--- src/rtl/uart_pkg.sv ---
// Shared types and constants for the FIFO-draining UART transmitter.
package uart_pkg;

    typedef enum logic [2:0] {
        ST_IDLE  = 3'd0,
        ST_POP   = 3'd1,
        ST_LOAD  = 3'd2,
        ST_START = 3'd3,
        ST_DATA  = 3'd4,
        ST_STOP  = 3'd5
    } tx_state_e;

    // Start bit + 8 data bits + stop bit.
    localparam int FRAME_BITS = 10;

endpackage

--- src/rtl/bit_timer.sv ---
// Free-running bit-period counter; o_bit_done marks the last cycle of each bit.
module bit_timer #(
    parameter int CLKS_PER_BIT = 16
) (
    input  logic clk,
    input  logic rst_n,
    input  logic i_clear,
    output logic o_bit_done
);

    localparam int TW = (CLKS_PER_BIT > 1) ? $clog2(CLKS_PER_BIT) : 1;
    localparam logic [TW-1:0] LAST = TW'(CLKS_PER_BIT - 1);

    logic [TW-1:0] r_count;

    always_ff @(posedge clk or negedge rst_n) begin
        if (!rst_n) begin
            r_count <= '0;
        end else if (i_clear || (r_count == LAST)) begin
            r_count <= '0;
        end else begin
            r_count <= r_count + 1'b1;
        end
    end

    assign o_bit_done = !i_clear && (r_count == LAST);

endmodule

--- src/rtl/uart_tx_drain.sv ---
// Pops bytes from an upstream FIFO and sends each as an 8N1 frame, LSB first.
module uart_tx_drain
    import uart_pkg::*;
#(
    parameter int CLKS_PER_BIT = 16
) (
    input  logic       clk,
    input  logic       rst_n,
    input  logic       en,
    input  logic       fifo_empty,
    input  logic [7:0] fifo_data,
    output logic       fifo_rd_enb,
    output logic       tx,
    output logic       busy,
    output logic [2:0] o_state
);

    tx_state_e  r_state;
    logic [7:0] r_shift;
    logic [2:0] r_idx;
    logic       r_tx;
    logic       r_rd_enb;
    logic       r_busy;
    logic       w_clear;
    logic       w_bit_done;

    // Timer is held at zero until the frame starts, so START gets a full bit period.
    assign w_clear = (r_state == ST_IDLE) || (r_state == ST_POP) || (r_state == ST_LOAD);

    bit_timer #(
        .CLKS_PER_BIT(CLKS_PER_BIT)
    ) u_bit_timer (
        .clk       (clk),
        .rst_n     (rst_n),
        .i_clear   (w_clear),
        .o_bit_done(w_bit_done)
    );

    always_ff @(posedge clk or negedge rst_n) begin
        if (!rst_n) begin
            r_state  <= ST_IDLE;
            r_shift  <= '0;
            r_idx    <= '0;
            r_tx     <= 1'b1;
            r_rd_enb <= 1'b0;
            r_busy   <= 1'b0;
        end else begin
            case (r_state)
                ST_IDLE: begin
                    r_tx <= 1'b1;
                    if (en && !fifo_empty) begin
                        r_state  <= ST_POP;
                        r_rd_enb <= 1'b1;
                        r_busy   <= 1'b1;
                    end
                end
                ST_POP: begin
                    r_rd_enb <= 1'b0;
                    r_state  <= ST_LOAD;
                end
                // FIFO data becomes valid one edge after the pop request is sampled.
                ST_LOAD: begin
                    r_shift <= fifo_data;
                    r_idx   <= '0;
                    r_tx    <= 1'b0;
                    r_state <= ST_START;
                end
                ST_START: begin
                    if (w_bit_done) begin
                        r_tx    <= r_shift[0];
                        r_state <= ST_DATA;
                    end
                end
                ST_DATA: begin
                    if (w_bit_done) begin
                        r_idx <= r_idx + 3'd1;
                        if (r_idx == 3'd7) begin
                            r_tx    <= 1'b1;
                            r_state <= ST_STOP;
                        end else begin
                            r_tx    <= r_shift[1];
                            r_shift <= {1'b0, r_shift[7:1]};
                        end
                    end
                end
                ST_STOP: begin
                    if (w_bit_done) begin
                        r_busy  <= 1'b0;
                        r_state <= ST_IDLE;
                    end
                end
                default: begin
                    r_state  <= ST_IDLE;
                    r_tx     <= 1'b1;
                    r_rd_enb <= 1'b0;
                    r_busy   <= 1'b0;
                end
            endcase
        end
    end

    assign fifo_rd_enb = r_rd_enb;
    assign tx          = r_tx;
    assign busy        = r_busy;
    assign o_state     = r_state;

endmodule

--- config.mk ---
export PLATFORM = sky130hd
export DESIGN_NAME = uart_tx_drain
export DESIGN_NICKNAME = d
export VERILOG_FILES = /design/src/rtl/uart_pkg.sv /design/src/rtl/bit_timer.sv /design/src/rtl/uart_tx_drain.sv
export SDC_FILE = /design/constraint.sdc
export NUM_CORES = 1
export LEC_CHECK = 0
export CORE_MARGIN = 1
export CORE_UTILIZATION = 47
export CTS_CLUSTER_SIZE = 14
export DETAILED_ROUTE_END_ITERATION = 10
export GPL_ROUTABILITY_DRIVEN = 0
export PLACE_DENSITY_LB_ADDON = 0.08
export SKIP_LAST_GASP = 1
export SLEW_MARGIN = 30
export SYNTH_ARGS = -nofsm -noshare
export SYNTH_HDL_FRONTEND = slang
export SYNTH_SLANG_ARGS = --single-unit
--- constraint.sdc ---
create_clock -name clk -period 1.6 [get_ports clk]
set_clock_uncertainty 0.15 [all_clocks]
set_input_delay 0.48 -clock clk [delete_from_list [all_inputs] [get_ports clk]]
set_output_delay 0.48 -clock clk [all_outputs]
set_load 0.005 [all_outputs]
# --- Yosys cells after proc, flatten, opt, wreduce, memory -nomap -nowiden ---
# Cells that the tools add are included.
totals:
  in_bits: 12
  output_inout_bits: 6
  regBits: 21
classes:
  add_sub_neg: 2
  reduce_logical: 18
  n_mux: 20
  bitwise_logic: 3
  eq_ne: 13
ops:
  columns: ["op", "count"]
  rows:
  - ["$mux W3", 6]
  - ["$pmux W3 S6", 1]
  - ["$mux W8", 2]
  - ["$pmux W8 S2", 1]
  - ["$eq A3 B3 Y1 const B", 3]
  - ["$reduce_and A3 Y1", 3]
  - ["$ne A2 B1 Y1 const B", 4]
  - ["$reduce_or A4 Y1", 2]
  - ["$eq A3 B2 Y1 const B", 2]
  - ["$pmux W3 S2", 1]
  - ["$mux W1", 5]
  - ["$reduce_and A5 Y1", 1]
  - ["$add A4 B1 Y4 const B", 1]
  - ["$eq A4 B4 Y1 const B", 1]
  - ["$mux W4", 1]
  - ["$ne A2 B2 Y1 const B", 2]
  - ["$pmux W1 S4", 1]
  - ["$reduce_and A2 Y1", 2]
  - ["$add A3 B1 Y3 const B", 1]
  - ["$eq A3 B1 Y1 const B", 1]
  - ["$logic_not A3 Y1", 1]
  - ["$logic_or A1 B1 Y1", 3]
  - ["$not A1 Y1", 3]
  - ["$pmux W1 S3", 1]
  - ["5 further kinds", 7]

# --- Logic depth before layout (Yosys ltp) ---
# Gate-level depths: netlist (run 1).
depth:
  word_depth: 7
  ltp_mapped: 7

# --- Modules after synthesis ---
# A second synthesis (run 1) with hierarchy kept.
unflattened:
  cells_unflattened: 109
  hier_area_um2: 1114.8
by_module_without_submodules:
  columns: ["mod", "instances", "seq_area_each_um2", "cells_each", "area_each_um2"]
  rows:
  - ["uart_tx_drain", 1, 426.7, 94, 939.7]
  - ["bit_timer", 1, 100.1, 15, 175.2]

# --- Worst setup path before layout (run 1) ---
# OpenSTA, ideal clock, no wires.
synth_path:
  path_type: "register to register"
  startpoint: "reg r_idx[0]"
  endpoint: "reg r_shift[4]"
  stages_incl_launch_ff: 8
  synth_period_minus_slack_ns: 1.694
  t_required_ns: 1.331
  path_slack_ns: -0.094
  arrival_ns: 1.425
  path_cell_list: "dfrtp_1 -> ha_1 -> ha_1 -> nor4b_4 -> a22oi_4 -> buf_6 -> nand2_1 -> o21ai_2"
synth_between:
  elab_chain_len: 3
synth_lines:
  columns: ["element", "line_no", "rtl"]
  rows:
  - ["start, declared", "uart_tx_drain.sv:20", "logic [2:0] r_idx;"]
  - ["start signal, assigned", "uart_tx_drain.sv:76", "r_idx <= r_idx + 3'd1;"]
  - ["$eq A3 B3 Y1", "uart_tx_drain.sv:77", "if (r_idx == 3'd7) begin"]
  - ["$ne A2 B2 Y1 (no source line)", null, null]
  - ["$reduce_and A3 Y1 (no source line)", null, null]
  - ["end signal, assigned", "uart_tx_drain.sv:63", "r_shift <= fifo_data;"]
  - ["end signal, assigned", "uart_tx_drain.sv:82", "r_shift <= {1'b0, r_shift[7:1]};"]
  - ["end, declared", "uart_tx_drain.sv:19", "logic [7:0] r_shift;"]
# No other way between the ends.
# A chain may end at the register's enable or synchronous reset.

# --- Worst setup path after layout (run 1) ---
layout_path:
  startpoint: "reg r_idx[1]"
  endpoint: "reg r_shift[7]"
# The elaborated chain is that of the path after synthesis.

==> flow_metrics.py, run 1 <==
metrics = {
    "critical_path": {
        "slowest_stage": "dfrtp_1",
        "path_cells": "ha_4 -> ha_4 -> nor4b_4 -> a22oi_4 -> a32o_1",
        "startpoint_type": "register",
        "rrSetupSlack_ns": -0.14,
        "crit_type": "register to register",
        "crit-reg2reg-launch": "r_idx[1]$_DFFE_PN0P_",
        "cp.required_ns": 1.66,
        "reg2reg_to": "r_shift[7]$_DFFE_PN0P_",
        "critPathMaxFanout": 8,
        "r2r_cells": 5,
        "arrival_ns": 1.80,
        "end_kind": "register",
        "critPathMaxStageDelay_ns": 0.43,
        "crit_buf_inv": 0,
        "critPathTopFamily": "flip-flops",
        "critPathMostFrequentCell": "ha_4",
    },
    "placed_design": {
        "pre_cts_slack_ns": -0.142,
        "portBuffers": 17,
        "hpwlAfterDp_mm": 1.74,
    },
    "route": {
        "drc": 0,
        "post_drt_wl_per_cell_um": 13.9,
        "routed_via_density": 5.57,
        "wl_mm": 2.44,
        "final_antenna_net_count": 0,
        "drt-pass1-iter-count": 5,
        "drt_iter0_markers": 19,
        "num_vias": 974,
    },
    "synthesis": {
        "ys_types": 36,
        "synth_compound_area_share_pct": 18.3,
        "ys_seq_area_share_pct": 46.7,
        "synth_area_leader_cell": "dfrtp_1",
        "netlist_instances": 111,
        "synth_xor_area_share_pct": 1.55,
        "ys_top_cells_by_area": "dfrtp_1, mux2i_1, nand2_1",
        "yosys.area_share.adder_pct": 3.33,
        "ys_ff_latch": 21,
        "synthMuxAreaShare_pct": 7.10,
        "synth_top_family_by_area": "compound AO/OA/AOI/OAI gates",
        "ys_warn_count": 0,
        "synthSimpleGateAreaFrac_pct": 17.4,
        "avgSynthCellArea_um2": 10.2,
        "synthesis.nets": 126,
        "synth_top_area_share_pct": 44.3,
        "synthesis.area_um2": 1130,
    },
    "pwr": {
        "ir_drop_uv": 402,
        "switching_share_pct": 22.3,
        "clkPwrFrac_pct": 29.7,
        "p_int_mw": 0.675,
        "combPwrFrac_pct": 7.1,
        "p_seq_share_pct": 63.2,
        "finalPower_mw": 0.868,
        "power.leakage_nw": 0.738,
        "power_switching_mw": 0.193,
        "power_density_nw_per_um2": 563,
    },
    "timing": {
        "max_slew_margin_pct": 70.1,
        "fin_crit_ns": 1.74,
        "hold_viol_final": 0,
        "slew_viol_final": 0,
        "setup_ws_ns": -0.139,
        "fmax_mhz": 575,
        "period_share_pct": 109,
        "worst_pin_slew_ns": 0.448,
        "setup_violations": 8,
        "grt_setup_unrepaired": "true",
    },
    "min_path": {
        "min-delay-path-class": "input port to asynchronous set/reset pin",
    },
    "clocking": {
        "cts_sinks": 21,
        "clk_latency_ns": 0.31,
        "path_clk_slew_ns": 0.12,
        "htreeDepth": 1,
        "root_buffer": "clkbuf_4",
        "clockBufferDepth": 2,
        "cts_hold_buffers": 0,
        "cts_tree": "yes",
        "cts_buffers": 3,
    },
    "cells_and_area": {
        "nets": 163,
        "diodes": 0,
        "fillers": 176,
        "syn_to_final_growth_pct": 36.7,
        "final_util_pct": 69.1,
        "layout-drive-gt1-share_pct": 32.7,
    },
    "floorplanning": {
        "start_util_pct": 50.5,
        "die_w_um": 51,
        "die_h_um": 51,
        "core_um2": 2230,
        "rows": 17,
        "pin_count": 18,
        "design.die.area_um2": 2600,
    },
    "grt": {
        "grt_pass1_wl_mm": 4.22,
        "grt_max_degree": 22,
        "grt_pass1_vias": 939,
        "overflow": 0,
        "grtUsageTotal_pct": 22.7,
        "antenna_found_initial": 0,
    },
    "run": {
        "cap_violations": 0,
    },
    "run_status": {
        "status": "finished with violations",
        "violations": "setup timing",
    },
}
-- worst max path at each step --
stage / start / endpoint / slack, ns / depth (start not counted)
global placement: r_idx[1]$_DFFE_PN0P_ / r_shift[7]$_DFFE_PN0P_ / -0.08 / 5
floorplan: r_idx[0]$_DFFE_PN0P_ / r_shift[1]$_DFFE_PN0P_ / -0.05 / 7
global route: r_idx[1]$_DFFE_PN0P_ / r_shift[7]$_DFFE_PN0P_ / -0.19 / 5
finish: r_idx[1]$_DFFE_PN0P_ / r_shift[7]$_DFFE_PN0P_ / -0.14 / 5
CTS: r_idx[1]$_DFFE_PN0P_ / r_shift[7]$_DFFE_PN0P_ / -0.14 / 5
detailed placement: r_idx[1]$_DFFE_PN0P_ / r_shift[7]$_DFFE_PN0P_ / -0.14 / 5
-- routing by layer --
layer  vias up  GRT usage (%)  wire [µm]
met4         0           11.1         58
met5         -              0          0
met3         7           4.46        109
li1        463              -          -
met1       475           26.6       1100
met2        29           39.0       1170
-- power groups by stage --
stage	Clock (mW)	Combinational (mW)	Sequential, mW
after floorplan	0	0.0136	0.557
after global placement	0	0.0632	0.558
after detailed placement	0	0.0640	0.559
after CTS	0.269	0.0636	0.548
after global routing	0.288	0.0688	0.550
final	0.257	0.0620	0.548
-- placed cells by master, fill, tap and decap left out, drive strengths merged, types with 2 or more instances in the layout --
cell type       n
dfrtp          20
buf            20
nand2          14
o21ai          13
clkdlybuf4s50  11
mux2i           8
nor2            8
clkbuf          6
a21oi           5
inv             5
a22oi           4
nor3            3
o22ai           3
clkdlybuf4s15   3
nand3           3
ha              3
nor3b           2
-- sequential cells by signal (all words and copies together), names as in the netlist --
name,count
r_shift,8
o_state,3
r_idx,3
tx,1
u_bit_timer.r_count,4
fifo_rd_enb,1
busy,1
-- Yosys cell counts --
library cell   n
o31ai_1        1
nor3_1         3
a21oi_1        5
ha_1           3
nor2b_1        1
nand2_1       14
a21o_1         1
nor2_1         7
and2b_4        1
o311a_1        1
o22ai_1        3
nor4_1         1
nor3b_1        2
nand3_1        3
inv_1          4
a32o_1         1
xnor2_1        1
buf_4          1
o21a_1         1
o21ai_2        3
a22oi_4        1
a21boi_0       1
nor2_2         1
buf_2          3
o21ai_0        6
and3_1         1
a22oi_1        2
nand2b_4       1
buf_6          2
o21ai_1        4
xor2_1         1
dfstp_2        1
mux2i_1        8
dfrtp_1       20
nor4b_4        1
inv_2          1
-- what timing repair did --
item / CTS / global route
pin swaps: 11 / 4
cloned: 1 / 0
endpoints found under the setup margin: 20 / 19
resized for setup: 14 / 9
buffers inserted: 4 / 1
endpoints found under the hold margin: 0 / 0
-- logic make-up (layout without fill, tap and decap cells) --
family	Yosys count	after routing
XOR/XNOR	2	2
multiplexers	8	8
buffers and inverters	11	46
AND/OR/NAND/NOR	36	36
AO/OA/AOI/OAI	30	31
flip-flops	21	21
adder cells (fa/ha/maj)	3	3
-- stage by stage --
step / area, µm² / std cells / hold WS, ns / TNS [ns]
2_1_floorplan: 1150 / 111 / 0.0344 / -0.346
3_3_place_gp: 1460 / 166 / 0.318 / -0.463
3_5_place_dp: 1460 / 166 / 0.321 / -0.892
4_1_cts: 1530 / 174 / 0.336 / -0.711
5_1_grt: 1540 / 175 / 0.348 / -1.29
6_report: 1540 / 175 / 0.345 / -0.568
-- area by class of cell --
type                            instances  area (µm²)  share of cell area [%]
Sequential cell                        21         527                    34.1
Timing Repair Buffer                   37         330                    21.4
Clock inverter                          1        5.00                   0.324
Tap cell                               28        35.0                    2.27
Multi-Input combinational cell         80         604                    39.2
Inverter                                5        18.8                    1.22
Clock buffer                            3        22.5                    1.46
Note: power is estimated with default switching activity, not from simulation.
==> run 2, diff against run 1 <==
ABC_AREA = 1   (was unset)
CTS_CLUSTER_DIAMETER = 50   (was unset)
SKIP_CTS_REPAIR_TIMING = 1   (was unset)
==> run 2 against run 1 <==
The run now ends clean. Synthesized cell count rose by 30%. Final cell count rose by 19%. First-iteration DRC count is 26% higher. Worst setup slack improved by 0.14 ns. Sequential share of layout area decreased by 1.6 points. Largest power group is now combinational logic. Clock power up 3%. Area after synthesis increased by 4.1%. Non-clock buffer count down 2. Utilization grew 2.1 points. Fmax up 8.8%. Power grew to 2.7 times the previous value.
==> flow_metrics.py, run 2 <==
metrics = {
    "synthesis": {
        "async_reset_ff_share_pct": 100,
        "avgSynthCellArea_um2": 8.16,
        "ys_ff_latch": 21,
        "synth_xor_area_share_pct": 0.745,
        "synth_top_area_share_pct": 42.6,
        "synthSimpleGateAreaFrac_pct": 29.7,
        "synth_compound_area_share_pct": 11.8,
        "synth_most_common_cell": "nand2_1",
        "ys_types": 26,
        "ys_seq_area_share_pct": 44.8,
        "ys.flop_type": "dfrtp_1",
        "ys_top_cells_by_area": "dfrtp_1, nand2_1, nand3_1",
        "synthesis.nets": 159,
        "ys_warn_count": 0,
        "synthMuxAreaShare_pct": 0,
        "synth_top_family_by_area": "simple AND/OR/NAND/NOR gates",
        "ys_top_cells_by_count": "nand2_1, dfrtp_1, inv_1",
        "netlist_instances": 144,
        "synthesis.area_um2": 1170,
        "synth_area_leader_cell": "dfrtp_1",
        "synth-edff-count": 0,
        "yosys.area_share.adder_pct": 3.19,
    },
    "floorplanning": {
        "die_w_um": 52.0,
        "core_um2": 2280,
        "rows": 17,
        "pin_count": 18,
        "start_util_pct": 51.6,
        "die_h_um": 52.0,
        "design.die.area_um2": 2700,
    },
    "pwr": {
        "ir_drop_uv": 994,
        "power_switching_mw": 0.954,
        "p_int_mw": 1.37,
        "combPwrFrac_pct": 54.3,
        "power_density_nw_per_um2": 1440,
        "p_seq_share_pct": 34.3,
        "switching_share_pct": 41.0,
        "clkPwrFrac_pct": 11.4,
        "finalPower_mw": 2.33,
        "power.leakage_nw": 0.884,
    },
    "critical_path": {
        "arrival_ns": 0.97,
        "startpoint_type": "register",
        "cp.required_ns": 0.97,
        "path_cells": "dlymetal6s2s_1",
        "crit_type": "register to output port",
        "critPathMaxFanout": 2,
        "end_kind": "output port",
        "critPathMaxStageDelay_ns": 0.55,
        "critPathTopFamily": "flip-flops",
        "crit_buf_inv": 1,
        "slowest_stage": "dfstp_2",
    },
    "route": {
        "num_vias": 1070,
        "wl_mm": 2.62,
        "drt_iter0_markers": 24,
        "drt-pass1-iter-count": 4,
        "routed_via_density": 5.12,
        "final_antenna_net_count": 0,
        "post_drt_wl_per_cell_um": 12.5,
        "drc": 0,
    },
    "cells_and_area": {
        "diodes": 0,
        "reg_top3": "r_shift x8, u_bit_timer.r_count x4",
        "largest_reg_flops": 8,
        "mostFrequentLayoutCells": "nand2_1, dfrtp_1, buf_4, inv_1, nand3_1",
        "nets": 197,
        "layout-drive-gt1-share_pct": 29.8,
        "final_common_cell": "nand2_1",
        "syn_to_final_growth_pct": 37.9,
        "post-route-cell-area_um2": 1620,
        "final_util_pct": 71.2,
        "top_register": "r_shift",
    },
    "clocking": {
        "cts_tree": "yes",
        "cts_sinks": 21,
        "path_clk_slew_ns": 0.12,
        "htreeDepth": 1,
        "clk_latency_ns": 0.31,
        "cts_buffers": 3,
        "root_buffer": "clkbuf_4",
        "clockBufferDepth": 2,
    },
    "run_status": {
        "status": "finished clean",
    },
    "timing": {
        "worst_pin_slew_ns": 0.233,
        "max_slew_margin_pct": 84.4,
        "setup_tns_ns": 0,
        "slew_viol_final": 0,
        "fmax_mhz": 626,
        "fin_crit_ns": 1.60,
        "hold_viol_final": 0,
        "grt_setup_unrepaired": "true",
        "setup_violations": 0,
        "period_share_pct": 99.9,
    },
    "placed_design": {
        "hpwlAfterDp_mm": 1.75,
        "portBuffers": 17,
        "place_area_um2": 1470,
    },
    "grt": {
        "grt_pass1_wl_mm": 3.84,
        "antenna_found_initial": 0,
        "grt_pass1_vias": 987,
        "overflow": 0,
        "grtUsageTotal_pct": 19.5,
        "grt_max_degree": 17,
    },
    "run": {
        "cap_violations": 0,
    },
    "min_path": {
        "min-delay-path-class": "input port to asynchronous set/reset pin",
    },
}
run 2: cell types whose count changed after synthesis, moves of 4 or more:
cell / delta
nand2_1: +27
inv_1: +11
nand3_1: +10
mux2i_1: -8
a21oi_1: -4
nand2_2: +4
o21ai_0: +4
o21ai_2: +4
run 2: metal layers:
metal	up-vias	GRT usage, %	share of wire, %
met5	-	0	0
met4	0	10.8	1.7
met3	8	3.80	3.3
met2	28	35.3	54
met1	504	20.7	41
li1	530	-	-
run 2: kinds of logic after synthesis:
logic type / Yosys count
xor gates and xnor gates: 1
AOI/OAI and AO/OA: 21
DFF: 21
adders and majority gates: 3
and+or+nand+nor: 75
buffers and inverters: 23
run 2: final timing paths:
path / start / endpoint / depth (start not counted) / slack [ns]
max: tx$_DFFE_PN1P_ / tx / 1 / 0.001
min: rst_n / u_bit_timer.r_count[2]$_DFF_PN0_ / 2 / 0.30
max reg2reg: r_idx[1]$_DFFE_PN0P_ / o_state[2]$_DFFE_PN0P_ / 10 / 0.01
min reg2reg: u_bit_timer.r_count[0]$_DFF_PN0_ / u_bit_timer.r_count[0]$_DFF_PN0_ / 1 / 0.32
max in group asynchronous: rst_n / fifo_rd_enb$_DFFE_PN0P_ / 2 / 0.76
min in group clk: u_bit_timer.r_count[0]$_DFF_PN0_ / u_bit_timer.r_count[0]$_DFF_PN0_ / 1 / 0.32
run 2: per-stage QoR:
stage | worst slack, ns | instances | hold WS (ns)
floorplan | 0.0426 | 144 | 0.0344
finish | 0.00137 | 209 | 0.295
CTS | -0.382 | 205 | 0.299
detailed placement | -0.196 | 201 | 0.307
global placement | -0.137 | 201 | 0.298
global route | -0.166 | 209 | 0.300
run 2: power groups by stage:
stage	Combinational [mW]	Sequential, mW	Clock, mW
after global placement	1.05	0.827	0
after detailed placement	1.08	0.830	0
final	1.26	0.797	0.265
after floorplan	0.760	0.822	0
after CTS	1.08	0.819	0.273
after global routing	1.41	0.812	0.289
run 2: area by class of cell:
| cell class | count | area [µm²] |
|---|---|---|
| fill | 190 | 656 |
| multi-input combinational | 100 | 591 |
| timing repair buffer | 35 | 337 |
| timing repair inverter | 1 | 11.3 |
| tap | 28 | 35.0 |
| sequential | 21 | 528 |
| inverter | 20 | 92.6 |
| clock buffer | 4 | 26.3 |
==> run 3, diff against run 2 <==
CORE_MARGIN = unset   (was 1)
CTS_BUF_LIST = sky130_fd_sc_hd__clkbuf_8 sky130_fd_sc_hd__clkbuf_16   (was unset)
SKIP_LAST_GASP = unset   (was 1)
==> run 3 against run 2 <==
Non-clock buffer count is 1 lower. Design area increased by 0.46%. Critical path depth up 7. Routed wire length shrank 3.9%. Via count is 1.1% lower. Highest routed layer unchanged. Fmax increased by 3.1%.
==> flow_metrics.py, run 3 (same netlist as run 2, synthesis figures left out) <==
metrics = {
    "floorplanning": {
        "die_w_um": 52.0,
        "start_util_pct": 51.6,
        "core_um2": 2280,
        "design.die.area_um2": 2700,
        "die_h_um": 52.0,
        "rows": 17,
        "pin_count": 18,
    },
    "placed_design": {
        "dp_cells": 201,
        "pre_cts_slack_ns": -0.196,
        "portBuffers": 17,
        "hpwlAfterDp_mm": 1.75,
    },
    "grt": {
        "grt_max_degree": 17,
        "grtUsageTotal_pct": 18.8,
        "overflow": 0,
        "grt_pass1_wl_mm": 3.80,
        "antenna_found_initial": 0,
        "grt_pass1_vias": 988,
    },
    "critical_path": {
        "critPathMaxStageDelay_ns": 0.47,
        "slowest_stage": "clkdlybuf4s50_1",
        "path_cells": "clkdlybuf4s50_1 -> nand2_1 -> nand3_2 -> nand2_1 -> nor2_2 -> nand2_1 -> nand2_1 -> nand2_1",
        "crit_type": "input port to register",
        "critPathTopFamily": "simple AND/OR/NAND/NOR gates",
        "cp.required_ns": 1.61,
        "critPathMostFrequentCell": "nand2_1",
        "startpoint_type": "input port",
        "end_kind": "register",
        "critPathMaxFanout": 3,
        "rrSetupSlack_ns": 0.06,
        "crit_buf_inv": 1,
        "arrival_ns": 1.56,
    },
    "route": {
        "drt_iter0_markers": 16,
        "drt-pass1-iter-count": 4,
        "final_antenna_net_count": 0,
        "routed_via_density": 5.09,
        "wl_mm": 2.51,
        "num_vias": 1058,
        "drc": 0,
        "post_drt_wl_per_cell_um": 12.1,
    },
    "timing": {
        "worst_pin_slew_ns": 0.209,
        "slew_viol_final": 0,
        "max_slew_margin_pct": 86.0,
        "hold_viol_final": 0,
        "grt_setup_unrepaired": "true",
        "fmax_mhz": 645,
        "setup_ws_ns": 0.0500,
        "setup_violations": 0,
        "period_share_pct": 96.9,
        "fin_crit_ns": 1.55,
    },
    "cells_and_area": {
        "fillers": 181,
        "reg_top3": "r_shift x8, u_bit_timer.r_count x4",
        "nets": 196,
        "top_register": "r_shift",
        "diodes": 0,
        "largest_reg_flops": 8,
        "final_common_cell": "nand2_1",
        "mostFrequentLayoutCells": "nand2_1, dfrtp_1, buf_4, inv_1",
        "fin_cells": 208,
        "layout-drive-gt1-share_pct": 29.4,
        "ff_latch_area_um2": 528,
        "syn_to_final_growth_pct": 38.6,
        "multi_input_area_um2": 593,
    },
    "min_path": {
        "min-delay-path-class": "register to register",
    },
    "pwr": {
        "ir_drop_uv": 936,
        "finalPower_mw": 2.40,
        "power.leakage_nw": 0.888,
        "power_density_nw_per_um2": 1470,
    },
    "clocking": {
        "clockBufferDepth": 2,
        "htreeDepth": 1,
        "cts_buffers": 3,
        "cts_sinks": 21,
        "clk_latency_ns": 0.26,
        "path_clk_slew_ns": 0.08,
        "cts_tree": "yes",
        "root_buffer": "clkbuf_8",
    },
    "run_status": {
        "status": "finished clean",
    },
    "run": {
        "cap_violations": 0,
    },
}
[run 3: cell count changes in the layout (fill, tap and decap cells not counted), sizes merged]
cell	change
inv	+1
buf	-1
clkbuf	-1
[run 3: worst paths after layout]
path	start	to	cells after the start
worst max-delay path	en	o_state[2]$_DFFE_PN0P_	8
worst min-delay path	u_bit_timer.r_count[0]$_DFF_PN0_	u_bit_timer.r_count[0]$_DFF_PN0_	1
worst max register to register	o_state[0]$_DFFE_PN0P_	r_shift[2]$_DFFE_PN0P_	9
worst min register to register	u_bit_timer.r_count[0]$_DFF_PN0_	u_bit_timer.r_count[0]$_DFF_PN0_	1
max in group asynchronous	rst_n	fifo_rd_enb$_DFFE_PN0P_	2
min in group asynchronous	rst_n	u_bit_timer.r_count[2]$_DFF_PN0_	2
[run 3: final cells by class]
cell class,count,share of cell area [%]
multi-input combinational,100,36.4
sequential,21,32.4
timing repair buffer,34,20.0
inverter,20,5.69
clock buffer,3,2.54
tap,28,2.15
timing repair inverter,1,0.538
clock inverter,1,0.231
[run 3: worst register-to-register path, stage by stage (launching register included)]
cell and delay, ns:
dfrtp_2 0.40, buf_4 0.15, nor2_4 0.18, nand2_4 0.12
clkinv_4 0.08, nand2_4 0.06, nand2_8 0.09, clkinv_8 0.07
nand2_1 0.07, o21ai_2 0.05
[run 3: where the power goes]
group / switching, mW / internal, mW
logic: 0.709 / 0.547
clock network: 0.175 / 0.171
registers: 0.0731 / 0.726
total: 0.956 / 1.44
[run 3: metrics by stage]
step	hold slack [ns]	utilization (%)	instance area [µm²]	TNS [ns]
final	0.313	71.5	1630	0
after global routing	0.340	71.5	1630	-0.171
after CTS	0.317	66.7	1520	-1.61
after detailed placement	0.307	64.8	1470	-0.754
after global placement	0.298	64.8	1470	-0.501
after floorplan	0.0344	-	1170	0
[run 3: layer usage]
metal / wire [µm] / up-vias / track usage (%)
li1: - / 528 / -
met1: 1060 / 498 / 20.6
met2: 1320 / 26 / 35.3
met3: 80 / 6 / 2.05
met4: 49 / 0 / 9.46
met5: 0 / - / 0
